## config.mk

```make
export PLATFORM = sky130hd
export DESIGN_NAME = alu_share_arbiter
export DESIGN_NICKNAME = d
export VERILOG_FILES = /design/src/rtl/alu_share_arbiter.sv
export SDC_FILE = /design/constraint.sdc
export NUM_CORES = 1
export LEC_CHECK = 0
export CAP_MARGIN = 5
export CORE_AREA = 2 2 109 111
export DETAILED_ROUTE_END_ITERATION = 8
export DIE_AREA = 0 0 111 113
export MAX_ROUTING_LAYER = met4
export PLACE_DENSITY = 0.8
export SLEW_MARGIN = 5
export SYNTH_ARGS = -nofsm -noshare
export SYNTH_HDL_FRONTEND = slang
export SYNTH_SLANG_ARGS = --single-unit
```

## constraint.sdc

```tcl
create_clock -name clk -period 2.75 [get_ports clk]
set_input_delay 0.275 -clock clk [delete_from_list [all_inputs] [get_ports clk]]
set_output_delay 0.275 -clock clk [all_outputs]
set_load 0.02 [all_outputs]
```

## src/rtl/alu_share_arbiter.sv

```systemverilog
// alu_share_arbiter
//
// Purpose: shares one external combinational ALU between two requesters.
// Port 0 is the core datapath and port 1 is the auxiliary/debug unit. A
// request is accepted over a valid/ready handshake in IDLE. The operands are
// latched and presented to the ALU for one EXEC cycle. The ALU outputs are
// then captured and returned over a per-port valid/ready response handshake
// in RESP.
//
// Configuration macro: ALU_ARB_RR_EN
//   defined   -> round-robin arbitration (favoured-port pointer register)
//   undefined -> fixed priority, port 0 wins ties (no pointer register)
//
// Ports:
//   clk, reset                  clock, synchronous active-high reset
//   reqN_valid / reqN_ready     request handshake for port N
//   reqN_a, reqN_b, reqN_op     operands and 3-bit ALU op code for port N
//   respN_valid / respN_ready   response handshake for port N
//   resp_result, resp_zero      registered ALU result / zero flag (shared)
//   alu_a, alu_b, alu_op        drive the external ALU (latched operands)
//   alu_result, alu_zero        external ALU outputs
//   busy                        high whenever the FSM is not in IDLE
module alu_share_arbiter #(
    parameter int W = 32
) (
    input  logic         clk,
    input  logic         reset,
    input  logic         req0_valid,
    output logic         req0_ready,
    input  logic [W-1:0] req0_a,
    input  logic [W-1:0] req0_b,
    input  logic [2:0]   req0_op,
    input  logic         req1_valid,
    output logic         req1_ready,
    input  logic [W-1:0] req1_a,
    input  logic [W-1:0] req1_b,
    input  logic [2:0]   req1_op,
    output logic         resp0_valid,
    input  logic         resp0_ready,
    output logic         resp1_valid,
    input  logic         resp1_ready,
    output logic [W-1:0] resp_result,
    output logic         resp_zero,
    output logic [W-1:0] alu_a,
    output logic [W-1:0] alu_b,
    output logic [2:0]   alu_op,
    input  logic [W-1:0] alu_result,
    input  logic         alu_zero,
    output logic         busy
);

    typedef enum logic [1:0] {
        IDLE = 2'd0,
        EXEC = 2'd1,
        RESP = 2'd2
    } state_t;

    state_t       state_q, state_d;
    logic [W-1:0] a_q, a_d;
    logic [W-1:0] b_q, b_d;
    logic [2:0]   op_q, op_d;
    logic         gnt_q, gnt_d;
    logic [W-1:0] result_q, result_d;
    logic         zero_q, zero_d;
    logic         grant0, grant1;
    logic         accept;
    logic         respDone;

`ifdef ALU_ARB_RR_EN
    logic         rr_q, rr_d;

    // Round-robin grant: the pointer names the port that wins a tie, and a
    // lone requester always wins regardless of the pointer.
    always_comb begin
        if (!rr_q) begin
            grant0 = req0_valid;
            grant1 = req1_valid && !req0_valid;
        end else begin
            grant1 = req1_valid;
            grant0 = req0_valid && !req1_valid;
        end
    end
`else
    // Fixed priority grant: port 1 only gets the ALU when port 0 is silent.
    always_comb begin
        grant0 = req0_valid;
        grant1 = req1_valid && !req0_valid;
    end
`endif

    // Readys are only offered in IDLE; this is the sole input-to-output
    // combinational path in the block.
    assign req0_ready = (state_q == IDLE) && grant0;
    assign req1_ready = (state_q == IDLE) && grant1;
    assign accept     = req0_ready || req1_ready;
    assign respDone   = gnt_q ? resp1_ready : resp0_ready;

    // Next-state logic. The operand registers only change on an accepted
    // request, so the ALU inputs hold steady outside EXEC instead of
    // glitching back to zero.
    always_comb begin
        state_d  = state_q;
        a_d      = a_q;
        b_d      = b_q;
        op_d     = op_q;
        gnt_d    = gnt_q;
        result_d = result_q;
        zero_d   = zero_q;
`ifdef ALU_ARB_RR_EN
        rr_d     = rr_q;
`endif
        case (state_q)
            IDLE: begin
                if (accept) begin
                    a_d     = req1_ready ? req1_a  : req0_a;
                    b_d     = req1_ready ? req1_b  : req0_b;
                    op_d    = req1_ready ? req1_op : req0_op;
                    gnt_d   = req1_ready;
                    state_d = EXEC;
`ifdef ALU_ARB_RR_EN
                    rr_d    = !req1_ready;
`endif
                end
            end
            EXEC: begin
                result_d = alu_result;
                zero_d   = alu_zero;
                state_d  = RESP;
            end
            RESP: begin
                if (respDone) begin
                    state_d = IDLE;
                end
            end
            default: begin
                state_d = IDLE;
            end
        endcase
    end

    // Single state register block; reset discards any in-flight operation.
    always_ff @(posedge clk) begin
        if (reset) begin
            state_q  <= IDLE;
            a_q      <= '0;
            b_q      <= '0;
            op_q     <= 3'b000;
            gnt_q    <= 1'b0;
            result_q <= '0;
            zero_q   <= 1'b0;
`ifdef ALU_ARB_RR_EN
            rr_q     <= 1'b0;
`endif
        end else begin
            state_q  <= state_d;
            a_q      <= a_d;
            b_q      <= b_d;
            op_q     <= op_d;
            gnt_q    <= gnt_d;
            result_q <= result_d;
            zero_q   <= zero_d;
`ifdef ALU_ARB_RR_EN
            rr_q     <= rr_d;
`endif
        end
    end

    assign alu_a       = a_q;
    assign alu_b       = b_q;
    assign alu_op      = op_q;
    assign resp_result = result_q;
    assign resp_zero   = zero_q;
    assign resp0_valid = (state_q == RESP) && !gnt_q;
    assign resp1_valid = (state_q == RESP) && gnt_q;
    assign busy        = (state_q != IDLE);

endmodule

```

==> results.sh, run 1 <==
export IMPL_status="finished, final reports clean"
export IMPL_power_mw=4.29
export IMPL_p_comb_share_pct=29.1
export IMPL_synthTopCellsByArea="dfxtp_1 52%, a21oi_1 13%, o22ai_1 9.0%"
export IMPL_cp_arrival_ns=2.18
export IMPL_grt_use_total_pct=23.7
export IMPL_htreeDepth=3
export IMPL_crit_slowest_cell="or4b_2"
export IMPL_insertion_delay_ns=0.34
export IMPL_diodes=0
export IMPL_hold_violations=0
export IMPL_synth_fa_ha_area_share_pct=0
export IMPL_cts_path_max_buffers=2
export IMPL_final_area_mm2=0.00705
export IMPL_path_class="reg2out"
export IMPL_fmax_mhz=408
export IMPL_rr_startpoint="state_q[1]$_SDFFE_PP0P_"
export IMPL_maxCapViolations=0
export IMPL_wl_per_cell_um=17.3
export IMPL_required_ns=2.48
export IMPL_place_hpwl_um=10300
export IMPL_rows=39
export IMPL_placed_cell_area_mm2=0.00674
export IMPL_synth_common_cells="103 x dfxtp_1, 102 x a21oi_1, 68 x nor3_1"
export IMPL_synth_top_family_by_area="compound AO/OA/AOI/OAI gates"
export IMPL_power_frac_seq_pct=40.4
export IMPL_async_flop_share_pct=0
export IMPL_synthXorXnorAreaFrac_pct=0
export IMPL_cts_hold_buffers_added=0
export IMPL_yosys_warnings=0
export IMPL_core_area_mm2=0.0113
export IMPL_fp_dieH_um=113
export IMPL_syn_nets=644
export IMPL_yosysTopAreaCell="dfxtp_1"
export IMPL_slew_violations=0
export IMPL_fin_crit_sh_pct=89.2
export IMPL_tritoncts="done"
export IMPL_cts_buffers=9
export IMPL_worstHoldPathType="reg2reg"
export IMPL_cellPowerDensity_mw_per_mm2=609
export IMPL_synth_simple_area_share_pct=16.7
export IMPL_cts_resized_gates=0
export IMPL_worstPathCellList="or4b_2, inv_1, clkdlybuf4s50_1"
export IMPL_cts_clk_slew_worst_paths_ns=0.06
export IMPL_multi_input_area_mm2=0.00167
export IMPL_area_delta_synth_final_pct=78.2
export IMPL_drcViolationCount=0
export IMPL_synth_seq_area_share_pct=52.2
export IMPL_ys_ff_latch=103
export IMPL_synth_edff_count=0
export IMPL_cts_root_buf="clkbuf_16"
export IMPL_synthDistinctLibCells=20
export IMPL_die_area_mm2=0.0125
export IMPL_power_switching_mw=1.27
export IMPL_first_global_vias=4614
export IMPL_reg2reg_slack_ns=0.65
export IMPL_internal_power_mw=3.02
export IMPL_fp_dieW_um=111
export IMPL_clock_skew_ns=0.00970
export IMPL_slew_headroom_pct=26.5
export IMPL_pwr_share_clk_pct=30.5
export IMPL_cts_setup_buffers=0
export IMPL_final_antenna_net_count=0
export IMPL_synth_top_area_share_pct=52.2
export IMPL_grt_pass1_wl_um=23400
export IMPL_io_pins=278
export IMPL_rsz0062_at_grt="false"
export IMPL_critPathTopFamily="buffers and inverters"
export IMPL_min_to="resp_result[28]$_SDFFE_PP0N_"
export IMPL_drt_iter0_drc=294
export IMPL_cp_end_kind="primary output"
export IMPL_antenna_found_initial=0
export IMPL_startpoint_type="flip-flop"
export IMPL_routabilityCongestion=0.870
export IMPL_grt_overflow=0
export IMPL_synthMuxAreaShare_pct=0.253
export IMPL_cts_sinks=103
export IMPL_final_fill_count=975
export IMPL_io_buffer_count=277
export IMPL_path_buf_inv=2
export IMPL_synth_compound_area_share_pct=25.1
export IMPL_setup_viol=0
export IMPL_via_per_inst=5.25
export IMPL_seq_area_mm2=0.00206
export IMPL_netlist_instances=471
export IMPL_r2r_end="alu_a[3]$_SDFFE_PP0P_"
export IMPL_nets=888
export IMPL_first_pass_iters=4
export IMPL_vdd_drop_max_v=0.000315
export IMPL_finalWirelength_um=14900
export IMPL_grt_max_degree=104
export IMPL_p_leak_nw=2.54
export IMPL_worstMarginPinSlew_ns=1.10
export IMPL_tns_ns=0
export IMPL_critPathMaxStageDelay_ns=0.71
export IMPL_yosysMostFrequentCell="dfxtp_1"
export IMPL_r2r_cells=4
export IMPL_timing_hold_ws_ns=0.457
export IMPL_postSynthAreaPerCell_um2=8.39
export IMPL_hp_start="resp_result[28]$_SDFFE_PP0N_"
export IMPL_syn_area_mm2=0.00395
export IMPL_swShare_pct=29.6
export IMPL_ys_flop_type="dfxtp_1"
export IMPL_period_needed_ns=2.45
export IMPL_num_vias=4533
export IMPL_cp_max_fo=8
export IMPL_initial_utilization_pct=35.1
export IMPL_drive_gt1_share_pct=5.28
export IMPL_min_path_cells=2
[metrics by stage]
stage | util, % | setup WS [ns] | std cells
5_1_grt | 62.5 | 0.216 | 863
6_report | 62.5 | 0.296 | 863
3_3_place_gp | 59.8 | 0.349 | 847
4_1_cts | 62.5 | 0.289 | 863
3_5_place_dp | 59.8 | 0.348 | 847
2_1_floorplan | - | 1.10 | 471
[placed cells by master (no fill, tap or decap), types with 2 or more instances in the layout]
cell type,synthesis,routed
clkdlybuf4s50_1,0,276
clkbuf_16,0,9
o22ai_2,10,10
a21oi_1,102,102
nand2_1,67,67
inv_1,3,3
inv_6,0,2
dfxtp_1,103,103
o22ai_1,57,57
nor3_1,68,68
clkinvlp_4,0,2
buf_4,0,7
[kinds of logic after synthesis]
group	count (synthesis)
mux	1
compound gates	169
buf+inv	53
flops	103
simple gates	145
[cell type report]
type,instances,area share [%]
Clock inverter,6,0.959
Sequential cell,103,29.3
Inverter,3,0.160
Clock buffer,10,3.39
Timing Repair Buffer,283,40.0
Tap cell,143,2.54
Multi-Input combinational cell,315,23.7
[worst min-delay path, stage by stage, from the launching register on]
cell,delay [ns]
dfxtp_1,0.31
nand2_1,0.05
a21oi_1,0.05
[worst max-delay path by stage]
stage,to,startpoint,cells after the start
after global routing,req1_ready,state_q[1]$_SDFFE_PP0P_,3
after global placement,req1_ready,req1_valid,4
after CTS,req1_ready,state_q[1]$_SDFFE_PP0P_,3
after detailed placement,req1_ready,req1_valid,4
final,req1_ready,state_q[1]$_SDFFE_PP0P_,3
after floorplan,req1_ready,state_q[1]$_SDFFE_PP0P_,5
[layer usage]
metal  wire (um)  vias to the layer above  track usage (%)  share of wire (%)
met5           0                        -                -                  0
met3        1170                       40             6.21                7.8
met4         585                        0             11.4                3.9
li1            -                     2181                -                  -
met2        7440                      217             40.8                 50
met1        5700                     2095             25.5                 38
[registers in the layout, indices dropped and copies added (netlist names)]
| register | cells |
|---|---|
| alu_op | 3 |
| resp_zero | 1 |
| resp_result | 32 |
| alu_a | 32 |
| state_q | 2 |
| alu_b | 32 |
| gnt_q | 1 |
[power groups by stage]
stage               clock network, mW  registers [mW]  logic (mW)
floorplan                           0            1.94       0.406
global placement                    0            1.76        1.22
detailed placement                  0            1.77        1.25
CTS                              1.34            1.73        1.26
global route                     1.40            1.75        1.34
finish                           1.31            1.74        1.25
(Power assumes the default switching activity.)
==> run 2: changes to the inputs <==
- CAP_MARGIN: 5 -> 20
==> results of run 2 <==
Final layout, timing and power as in run 1 (identical DEF).
==> run 3: changes to the inputs <==
- SLEW_MARGIN: 5 -> default
==> results of run 3 <==
Final layout, timing and power as in run 1 (identical DEF).
